### config.mk
export PLATFORM = sky130hd
export DESIGN_NAME = lcd_ctrl_param
export DESIGN_NICKNAME = d
export VERILOG_FILES = /design/src/rtl/lcd_ctrl_pkg.sv /design/src/rtl/lcd_img_ram.sv /design/src/rtl/lcd_ctrl_param.sv
export SDC_FILE = /design/constraint.sdc
export NUM_CORES = 1
export LEC_CHECK = 0
export BUFFER_PORTS_ARGS = -buffer_cell sky130_fd_sc_hd__buf_2
export CAP_MARGIN = 20
export CORE_ASPECT_RATIO = 0.5
export CORE_UTILIZATION = 46
export DETAILED_ROUTE_END_ITERATION = 6
export HOLD_SLACK_MARGIN = 0.05
export SLEW_MARGIN = 10
export SYNTH_ARGS = -nofsm -noshare
export SYNTH_HDL_FRONTEND = slang
export SYNTH_SLANG_ARGS = --single-unit
### constraint.sdc
create_clock -name clk -period 3.3 [get_ports clk]
set_input_delay 0.495 -clock clk [delete_from_list [all_inputs] [get_ports clk]]
set_output_delay 0.495 -clock clk [all_outputs]
set_load 0.1 [all_outputs]
### src/rtl/lcd_ctrl_pkg.sv
// Shared types for the parametrised LCD controller: command codes, FSM states,
// view modes and a width helper for address/coordinate counters.
package lcd_ctrl_pkg;

    typedef enum logic [3:0] {
        CMD_REFRESH  = 4'd0,
        CMD_LOAD     = 4'd1,
        CMD_ZOOM_IN  = 4'd2,
        CMD_ZOOM_FIT = 4'd3,
        CMD_SHIFT_R  = 4'd4,
        CMD_SHIFT_L  = 4'd5,
        CMD_SHIFT_U  = 4'd6,
        CMD_SHIFT_D  = 4'd7,
        CMD_MIRROR_X = 4'd8,
        CMD_MIRROR_Y = 4'd9
    } cmd_e;

    typedef enum logic [1:0] {
        ST_IDLE,
        ST_LOAD,
        ST_OUT,
        ST_NOP
    } state_e;

    typedef enum logic {
        MODE_FIT,
        MODE_ZOOM
    } mode_e;

    // Bits needed to index 0..count-1, never less than one.
    function automatic int width_of(input int count);
        return (count <= 2) ? 1 : $clog2(count);
    endfunction

endpackage

### src/rtl/lcd_img_ram.sv
// Image store: DEPTH x DW register array, synchronous write, combinational read.
// No reset on the array; contents are only meaningful after a full load.
module lcd_img_ram
    import lcd_ctrl_pkg::*;
#(
    parameter int DW    = 8,
    parameter int DEPTH = 64,
    localparam int AW   = width_of(DEPTH)
) (
    input  logic          clk,
    input  logic          we,
    input  logic [AW-1:0] waddr,
    input  logic [DW-1:0] wdata,
    input  logic [AW-1:0] raddr,
    output logic [DW-1:0] rdata
);

    logic [DW-1:0] mem [DEPTH];

    always_ff @(posedge clk) begin
        if (we) begin
            mem[waddr] <= wdata;
        end
    end

    assign rdata = mem[raddr];

endmodule

### src/rtl/lcd_ctrl_param.sv
// LCD controller: loads an N x N image (N = 2*WIN) and streams WIN x WIN fit/zoom windows
// with optional mirroring. Commands are dropped while busy; outputs are registered.
module lcd_ctrl_param
    import lcd_ctrl_pkg::*;
#(
    parameter int DW  = 8,
    parameter int WIN = 4
) (
    input  logic          clk,
    input  logic          reset,
    input  logic [3:0]    cmd,
    input  logic          cmd_valid,
    input  logic [DW-1:0] datain,
    output logic [DW-1:0] dataout,
    output logic          output_valid,
    output logic          busy
);

    localparam int N     = 2 * WIN;
    localparam int DEPTH = N * N;
    localparam int AW    = width_of(DEPTH);
    localparam int XW    = width_of(N);

    localparam logic [AW-1:0] LAST_ADDR = AW'(DEPTH - 1);
    localparam logic [AW-1:0] OUT_WORDS = AW'(WIN * WIN);
    localparam logic [AW-1:0] CNT_ONE   = AW'(1);
    localparam logic [XW-1:0] CRD_ONE   = XW'(1);
    localparam logic [XW-1:0] ORG_INIT  = XW'(WIN / 2);
    localparam logic [XW-1:0] ORG_MAX   = XW'(N - WIN);
    localparam logic [XW-1:0] WIN_LAST  = XW'(WIN - 1);

    state_e        state, state_nxt;
    mode_e         mode;
    logic [XW-1:0] org_x, org_y;
    logic          mir_x, mir_y;
    logic [AW-1:0] cnt;
    logic [XW-1:0] out_r, out_c;

    logic          cmd_legal;
    logic          load_done;
    logic          out_done;
    logic [XW-1:0] rm, cm, row, col;
    logic [AW-1:0] rd_addr;
    logic [DW-1:0] rd_pix;

    assign cmd_legal = (cmd <= 4'd9);
    assign load_done = (state == ST_LOAD) && (cnt == LAST_ADDR);
    assign out_done  = (state == ST_OUT) && (cnt == OUT_WORDS);
    assign busy      = (state != ST_IDLE);

    always_ff @(posedge clk) begin
        if (reset) begin
            state <= ST_IDLE;
        end else begin
            state <= state_nxt;
        end
    end

    always_comb begin
        state_nxt = state;
        case (state)
            ST_IDLE: begin
                if (cmd_valid) begin
                    if (cmd == CMD_LOAD) begin
                        state_nxt = ST_LOAD;
                    end else if (cmd_legal) begin
                        state_nxt = ST_OUT;
                    end else begin
                        state_nxt = ST_NOP;
                    end
                end
            end
            ST_LOAD: if (load_done) state_nxt = ST_OUT;
            ST_OUT:  if (out_done)  state_nxt = ST_IDLE;
            default: state_nxt = ST_IDLE;
        endcase
    end

    // Mirroring flips the window coordinate before the view mapping is applied.
    assign rm  = mir_y ? (WIN_LAST - out_r) : out_r;
    assign cm  = mir_x ? (WIN_LAST - out_c) : out_c;
    assign row = (mode == MODE_FIT) ? {rm[XW-2:0], 1'b1} : (org_y + rm);
    assign col = (mode == MODE_FIT) ? {cm[XW-2:0], 1'b1} : (org_x + cm);
    assign rd_addr = AW'(row) * AW'(N) + AW'(col);

    always_ff @(posedge clk) begin
        if (reset) begin
            mode         <= MODE_FIT;
            org_x        <= ORG_INIT;
            org_y        <= ORG_INIT;
            mir_x        <= 1'b0;
            mir_y        <= 1'b0;
            cnt          <= '0;
            out_r        <= '0;
            out_c        <= '0;
            dataout      <= '0;
            output_valid <= 1'b0;
        end else begin
            case (state)
                ST_IDLE: begin
                    cnt          <= '0;
                    out_r        <= '0;
                    out_c        <= '0;
                    output_valid <= 1'b0;
                    if (cmd_valid) begin
                        case (cmd)
                            CMD_ZOOM_IN:  mode <= MODE_ZOOM;
                            CMD_ZOOM_FIT: mode <= MODE_FIT;
                            CMD_SHIFT_R:  if (mode == MODE_ZOOM && org_x < ORG_MAX) org_x <= org_x + CRD_ONE;
                            CMD_SHIFT_L:  if (mode == MODE_ZOOM && org_x != '0)     org_x <= org_x - CRD_ONE;
                            CMD_SHIFT_U:  if (mode == MODE_ZOOM && org_y != '0)     org_y <= org_y - CRD_ONE;
                            CMD_SHIFT_D:  if (mode == MODE_ZOOM && org_y < ORG_MAX) org_y <= org_y + CRD_ONE;
                            CMD_MIRROR_X: mir_x <= ~mir_x;
                            CMD_MIRROR_Y: mir_y <= ~mir_y;
                            default: ;
                        endcase
                    end
                end
                ST_LOAD: begin
                    if (load_done) begin
                        cnt   <= '0;
                        mode  <= MODE_FIT;
                        org_x <= ORG_INIT;
                        org_y <= ORG_INIT;
                        mir_x <= 1'b0;
                        mir_y <= 1'b0;
                    end else begin
                        cnt <= cnt + CNT_ONE;
                    end
                end
                ST_OUT: begin
                    if (out_done) begin
                        output_valid <= 1'b0;
                    end else begin
                        output_valid <= 1'b1;
                        dataout      <= rd_pix;
                        cnt          <= cnt + CNT_ONE;
                        if (out_c == WIN_LAST) begin
                            out_c <= '0;
                            out_r <= out_r + CRD_ONE;
                        end else begin
                            out_c <= out_c + CRD_ONE;
                        end
                    end
                end
                default: ;
            endcase
        end
    end

    lcd_img_ram #(
        .DW    (DW),
        .DEPTH (DEPTH)
    ) u_img_ram (
        .clk   (clk),
        .we    (state == ST_LOAD),
        .waddr (cnt),
        .wdata (datain),
        .raddr (rd_addr),
        .rdata (rd_pix)
    );

endmodule

==> results of run 1 <==
==> logic make-up after synthesis <==
kind of cell             synth area share
AO/OA/AOI/OAI                      0.0897
XOR/XNOR                          0.00683
adder cells (fa/ha/maj)           0.00889
buffers and inverters              0.0229
flip-flops                          0.694
multiplexers                       0.0727
AND/OR/NAND/NOR                     0.105
==> registers in the layout, summed over array words and instances (netlist names) <==
| signal | count |
|---|---|
| u_img_ram.mem | 512 |
| org_y | 3 |
| state | 2 |
| mir_x | 1 |
| org_x | 3 |
| out_r | 3 |
| dataout | 8 |
| output_valid | 1 |
| out_c | 3 |
| cnt | 6 |
| mir_y | 1 |
| mode | 1 |
==> critical path: cells and delay by family, from the launching register on <==
family,cells,cell delay [ns]
XOR/XNOR,1,0.18
AND/OR/NAND/NOR,2,0.50
adder cells (fa/ha/maj),2,0.93
flip-flops,1,0.34
buffers and inverters,6,0.95
AO/OA/AOI/OAI,3,0.61
==> final timing paths <==
kind / from / to / slack, ns / depth (start not counted)
worst min-delay path: datain[7] / u_img_ram.mem[62][7] / 0.15 / 1
worst min register to register: output_valid / output_valid / 0.50 / 2
worst max register to register: out_c[0] / dataout[7] / -0.37 / 14
worst max-delay path: out_c[0] / dataout[7] / -0.37 / 14
==> where the power goes <==
part | internal [mW] | total, mW | switching [mW]
clock network | 3.27 | 5.82 | 2.55
registers | 7.67 | 7.83 | 0.161
logic | 5.28 | 13.0 | 7.72
==> per-layer routing <==
layer	wire length [um]	part of all wire
met1	27000	0.43
met2	28900	0.46
met3	5500	0.088
met4	1350	0.021
met5	0	0
==> synthesized netlist by cell type, types with 6 or more instances <==
master and number:
dfxtp_1 32, inv_1 11, o32ai_1 7, a2bb2oi_1 7, and3_1 16, clkbuf_1 57
a21o_1 15, edfxtp_1 512, o32a_1 7, mux2i_1 47, buf_2 30, buf_4 6
nor3_1 16, ha_1 10, nand3b_1 7, a2111oi_0 28, o22ai_1 26, nand2b_1 6
o21ai_0 51, a31oi_1 50, nor2b_1 35, a22oi_1 9, buf_1 7, o311ai_0 7
mux2_2 57, a21oi_1 42, a222oi_1 14, xor2_1 8, nor4_1 20, a211oi_1 11
nand3_1 70, nand2_1 225, mux4_2 24, or3_1 14, nor2_1 115, a211o_1 7
==> cell type report <==
type,count,area [um2],share of cell area
diodes,1,2.50,0.0000918
clock buffers,54,1240,0.0457
clock inverters,36,359,0.0132
inverters,13,51.3,0.00188
multi-input cells,996,6900,0.253
flip-flops and latches,544,16000,0.588
well taps,649,812,0.0298
repair buffers,217,1870,0.0684
==> per-stage QoR <==
step / total power, mW / TNS, ns
floorplan: 15.0 / 0
global placement: 19.4 / -3.54
detailed placement: 19.5 / -3.69
CTS: 26.2 / -1.86
global route: 27.7 / -3.08
finish: 26.7 / -2.42
==> timing repair <==
action                                  in CTS  in global routing
gates resized for setup                     67                 30
cloned                                       4                  0
hold buffers                                 0                  0
pin swaps                                   26                 16
endpoints found under the setup margin       8                  8
buffers inserted                             6                  5
==> impl_metrics.toml, run 1 <==
[synthesis]
dominantRegCellSynth = "edfxtp_1"
syn_area_um2 = 23100
synth_top_area_cell = "edfxtp_1"
synthTopCellsByArea = "edfxtp_1 (67%), nand2_1 (3.7%), mux2_2 (2.8%)"
yosys.area.top_type_share = 0.666
synth_edf_count = 512
syn_nets = 1685
synthArstFlopShare = 0
synth-seq-cells = 544
yosysSeqAreaShare = 0.694
ys.warnings.count = 0
ys_types = 67
syn_avg_cell_area_um2 = 13.9
syn_inst = 1656

[cts]
insertion_delay_ns = 0.58
cts_tree = "yes"
cts_made_buffers = 48
root_buffer = "clkbuf_16"
clkTransAtPathRegs_ns = 0.07
cts_num_sinks = 544
htree_levels = 2
clockBufferDepth = 3

[die]
std_cell_rows = 57
dieArea_um2 = 51200
dieHeight_um = 160
start_util = 0.471
die_x_um = 319
design.core.area_um2 = 49100
ioPinCount = 25

[drt]
viasPerCell = 6.03
vias = 15100
routedWlPerCell_um = 25.0
antenna_left = 0
first_iter_violations = 1789
drc = 0
drtPass1Iterations = 6
totalWireLength_um = 62800

[placement]
place.gp.congestion = 0.915
dpl.hpwl_um = 41100
placed_cell_area_um2 = 25100
pre_cts_slack_ns = -0.679
dp_cells = 2406
io_buffers = 24

[global_route]
overflow = 0
gr-usage-met1 = 0.344
grt_busiest_layer = "met2"
grt_max_degree = 60
grt_pass1_vias = 14800
antenna_found_initial = 0
grtUsageMet2 = 0.385
use_met3 = 0.0589
grt_pass1_wl_um = 92700
grt_usage = 0.245

[critical_path]
cp_data_required_time_ns = 3.73
critPathKind = "flip-flop to flip-flop"
critPathMaxStageDelay_ns = 0.74
endpoint_kind = "flip-flop"
startpoint_type = "flip-flop"
cp_data_arrival_time_ns = 4.10
crit_chain = "xor2_2, ha_2, fa_4, buf_4, buf_12, buf_16, nor2_1, buf_4, buf_4, a31oi_1, and3_1, a2111oi_4, buf_4, o32ai_1"
critPathSlowestCell = "fa_4"
path_max_fanout = 8
cpMostUsedCell = "buf_4"

[timing]
finalWorstSetupSlack_ns = -0.366
setup_violations = 8
min_period_over_period = 1.11
fin_skew_ns = 0.0129
grt_setup_unrepaired = "yes"
timing.fmax_ghz = 0.273
worst_slew_pin_slew_ns = 1.10
finalMaxSlewViolations = 0
slew_headroom = 0.266
fin_hold_ws_ns = 0.145
min_period_ns = 3.67
hold_viol_final = 0

[layout]
final_util = 0.556
final_common_cell = "edfxtp_1"
fillers = 3942
final_cell_count_no_fill = 2510
stdcell_area_um2 = 27300
fin_nets = 1849
area_growth_pct = 18.0
final_cell_mix = "edfxtp_1 (512), nand2_1 (223), buf_4 (169)"
drive_gt1_frac = 0.236

[power_and_ir_drop]
cellPowerDensity_nw_per_um2 = 978
p_leak_nw = 9.19
ir_drop_mv = 0.474

[hold_path]
hold_class = "primary input to flip-flop"

[status]
outcome = "finished with violations"
violations = "negative setup slack"

[job]
cap_violations = 0
Note: power is estimated with default switching activity, not from simulation.
==> run 2, diff against run 1 <==
CORE_UTILIZATION = 50   (was 46)
PLACE_DENSITY = 0.68   (was not set)
==> impl_metrics.toml, run 2 (synthesis gave the netlist of run 1 again) <==
[timing]
setup_violations = 8
finalWorstSetupSlack_ns = -0.328
setup-tns-final_ns = -2.36
grt_setup_unrepaired = "yes"
hold_viol_final = 0
finalMaxSlewViolations = 0
min_period_over_period = 1.10
worst_slew_pin_slew_ns = 0.897
timing.fmax_ghz = 0.276
min_period_ns = 3.63
slew_headroom = 0.402
fin_skew_ns = 0.0271

[layout]
final_cell_count_no_fill = 2399
area_growth_pct = 14.8
largestRegisters = "u_img_ram.mem: 512 flops, dataout: 8 flops, cnt: 6 flops"
final_util = 0.585
drive_gt1_frac = 0.194
final_common_cell = "edfxtp_1"
final_cell_mix = "edfxtp_1 (512), nand2_1 (225), buf_4 (119)"
n_antenna_cell = 0
multi_input_area_um2 = 6730
top_register = "u_img_ram.mem"
fillers = 3498
fin_nets = 1792
largest_register_ff_count = 512
sequential_cell_area_um2 = 16000

[die]
ioPinCount = 25
dieHeight_um = 154
die_x_um = 306
start_util = 0.509
design.core.area_um2 = 45300
dieArea_um2 = 47100
std_cell_rows = 55

[global_route]
grt_max_degree = 65
antenna_found_initial = 0
grt_usage = 0.246
grt_pass1_vias = 14100
overflow = 0
grt_pass1_wl_um = 87100

[power_and_ir_drop]
switchingPower_mw = 9.66
pwr-share-clk = 0.232
cellPowerDensity_nw_per_um2 = 950
switching_share = 0.384
share_comb_of_total_power = 0.458
p_leak_nw = 8.83
fin_total_pwr_mw = 25.2
ir_drop_mv = 0.644
pwr-share-seq = 0.310
internal_power_mw = 15.5

[drt]
drtPass1Iterations = 6
totalWireLength_um = 58100
vias = 14600
viasPerCell = 6.10
routedWlPerCell_um = 24.2
first_iter_violations = 2000
antenna_left = 0
drc = 0

[job]
cap_violations = 0

[cts]
insertion_delay_ns = 0.58
clockBufferDepth = 3
cts_made_buffers = 47
htree_levels = 2
clkTransAtPathRegs_ns = 0.07
root_buffer = "clkbuf_16"
cts_tree = "yes"
cts_hold_buf = 0
cts_num_sinks = 544

[critical_path]
path_delay_family = "adder cells"
critPathKind = "flip-flop to flip-flop"
critPathSlowestCell = "fa_4"
startpoint_type = "flip-flop"
path_max_fanout = 12
crit_chain = "xor2_2, ha_2, fa_4, buf_6, buf_4, mux4_2, nand2_1, o21ai_0, a2bb2oi_1, nor2_1, a2111oi_4, buf_4, o32ai_1"
endpoint_kind = "flip-flop"
cp_data_required_time_ns = 3.72
critPathMaxStageDelay_ns = 0.86
cp.buffers_inverters = 3
cpMostUsedCell = "buf_4"
cp_data_arrival_time_ns = 4.04

[placement]
place.gp.congestion = 0.890
io_buffers = 24
dpl.hpwl_um = 37400
dp_cells = 2306
pre_cts_slack_ns = -0.731

[status]
outcome = "finished with violations"
violations = "negative setup slack"

[hold_path]
hold_class = "primary input to flip-flop"
run 2: changes by cell type in the layout (fill, tap and decap cells not counted), moves of 5 or more:
cell	change
o21ai_0	+17
buf_12	-5
a2bb2oi_1	+6
o21ai_1	-8
a2bb2oi_2	-6
and3_2	-6
buf_4	-50
and3_1	+8
o21ai_2	-9
run 2: worst paths after layout:
kind                                    from           end  slack, ns  cells past startpoint
worst max-delay path                   mir_x    dataout[7]      -0.33                     13
worst min-delay path                  cmd[1]          mode       0.36                      4
worst max register to register         mir_x    dataout[7]      -0.33                     13
worst min register to register  output_valid  output_valid       0.47                      2
run 2: layout make-up:
| class | count | area share |
|---|---|---|
| clock buffer | 57 | 0.0489 |
| sequential | 544 | 0.604 |
| multi-input combinational | 995 | 0.254 |
| clock inverter | 30 | 0.0122 |
| tap | 598 | 0.0282 |
| timing repair buffer | 162 | 0.0507 |
| inverter | 13 | 0.00193 |
run 2: routing by layer:
metal  vias up  track usage  share of wire
li1       6625            -              -
met1      7307        0.355           0.44
met2       595        0.380           0.46
met3       109       0.0477          0.078
met4         0       0.0759          0.028
met5         -            0              0
run 2: what timing repair did:
action / in CTS / in global routing
pin swaps: 8 / 9
buffers inserted: 5 / 0
endpoints found under the setup margin: 8 / 8
gates resized for setup: 24 / 15
run 2: per-stage QoR:
stage	instance area [um2]	hold WS, ns
after floorplan	23100	0.447
after global placement	24700	0.457
after detailed placement	24700	0.469
after CTS	26400	0.344
after global routing	26500	0.359
final	26500	0.362
run 2: power by group through the flow:
stage / sequential [mW] / clock, mW / combinational (mW)
2_1_floorplan: 8.26 / 0 / 6.77
3_3_place_gp: 7.97 / 0 / 10.7
3_5_place_dp: 7.97 / 0 / 10.8
4_1_cts: 7.82 / 5.89 / 11.3
5_1_grt: 7.83 / 6.15 / 12.2
6_report: 7.82 / 5.84 / 11.5
run 2: worst min-delay path, delay by kind of cell:
family	cells	cell delay [ns]
compound gates	2	0.21
buf+inv	1	0.15
simple gates	1	0.04
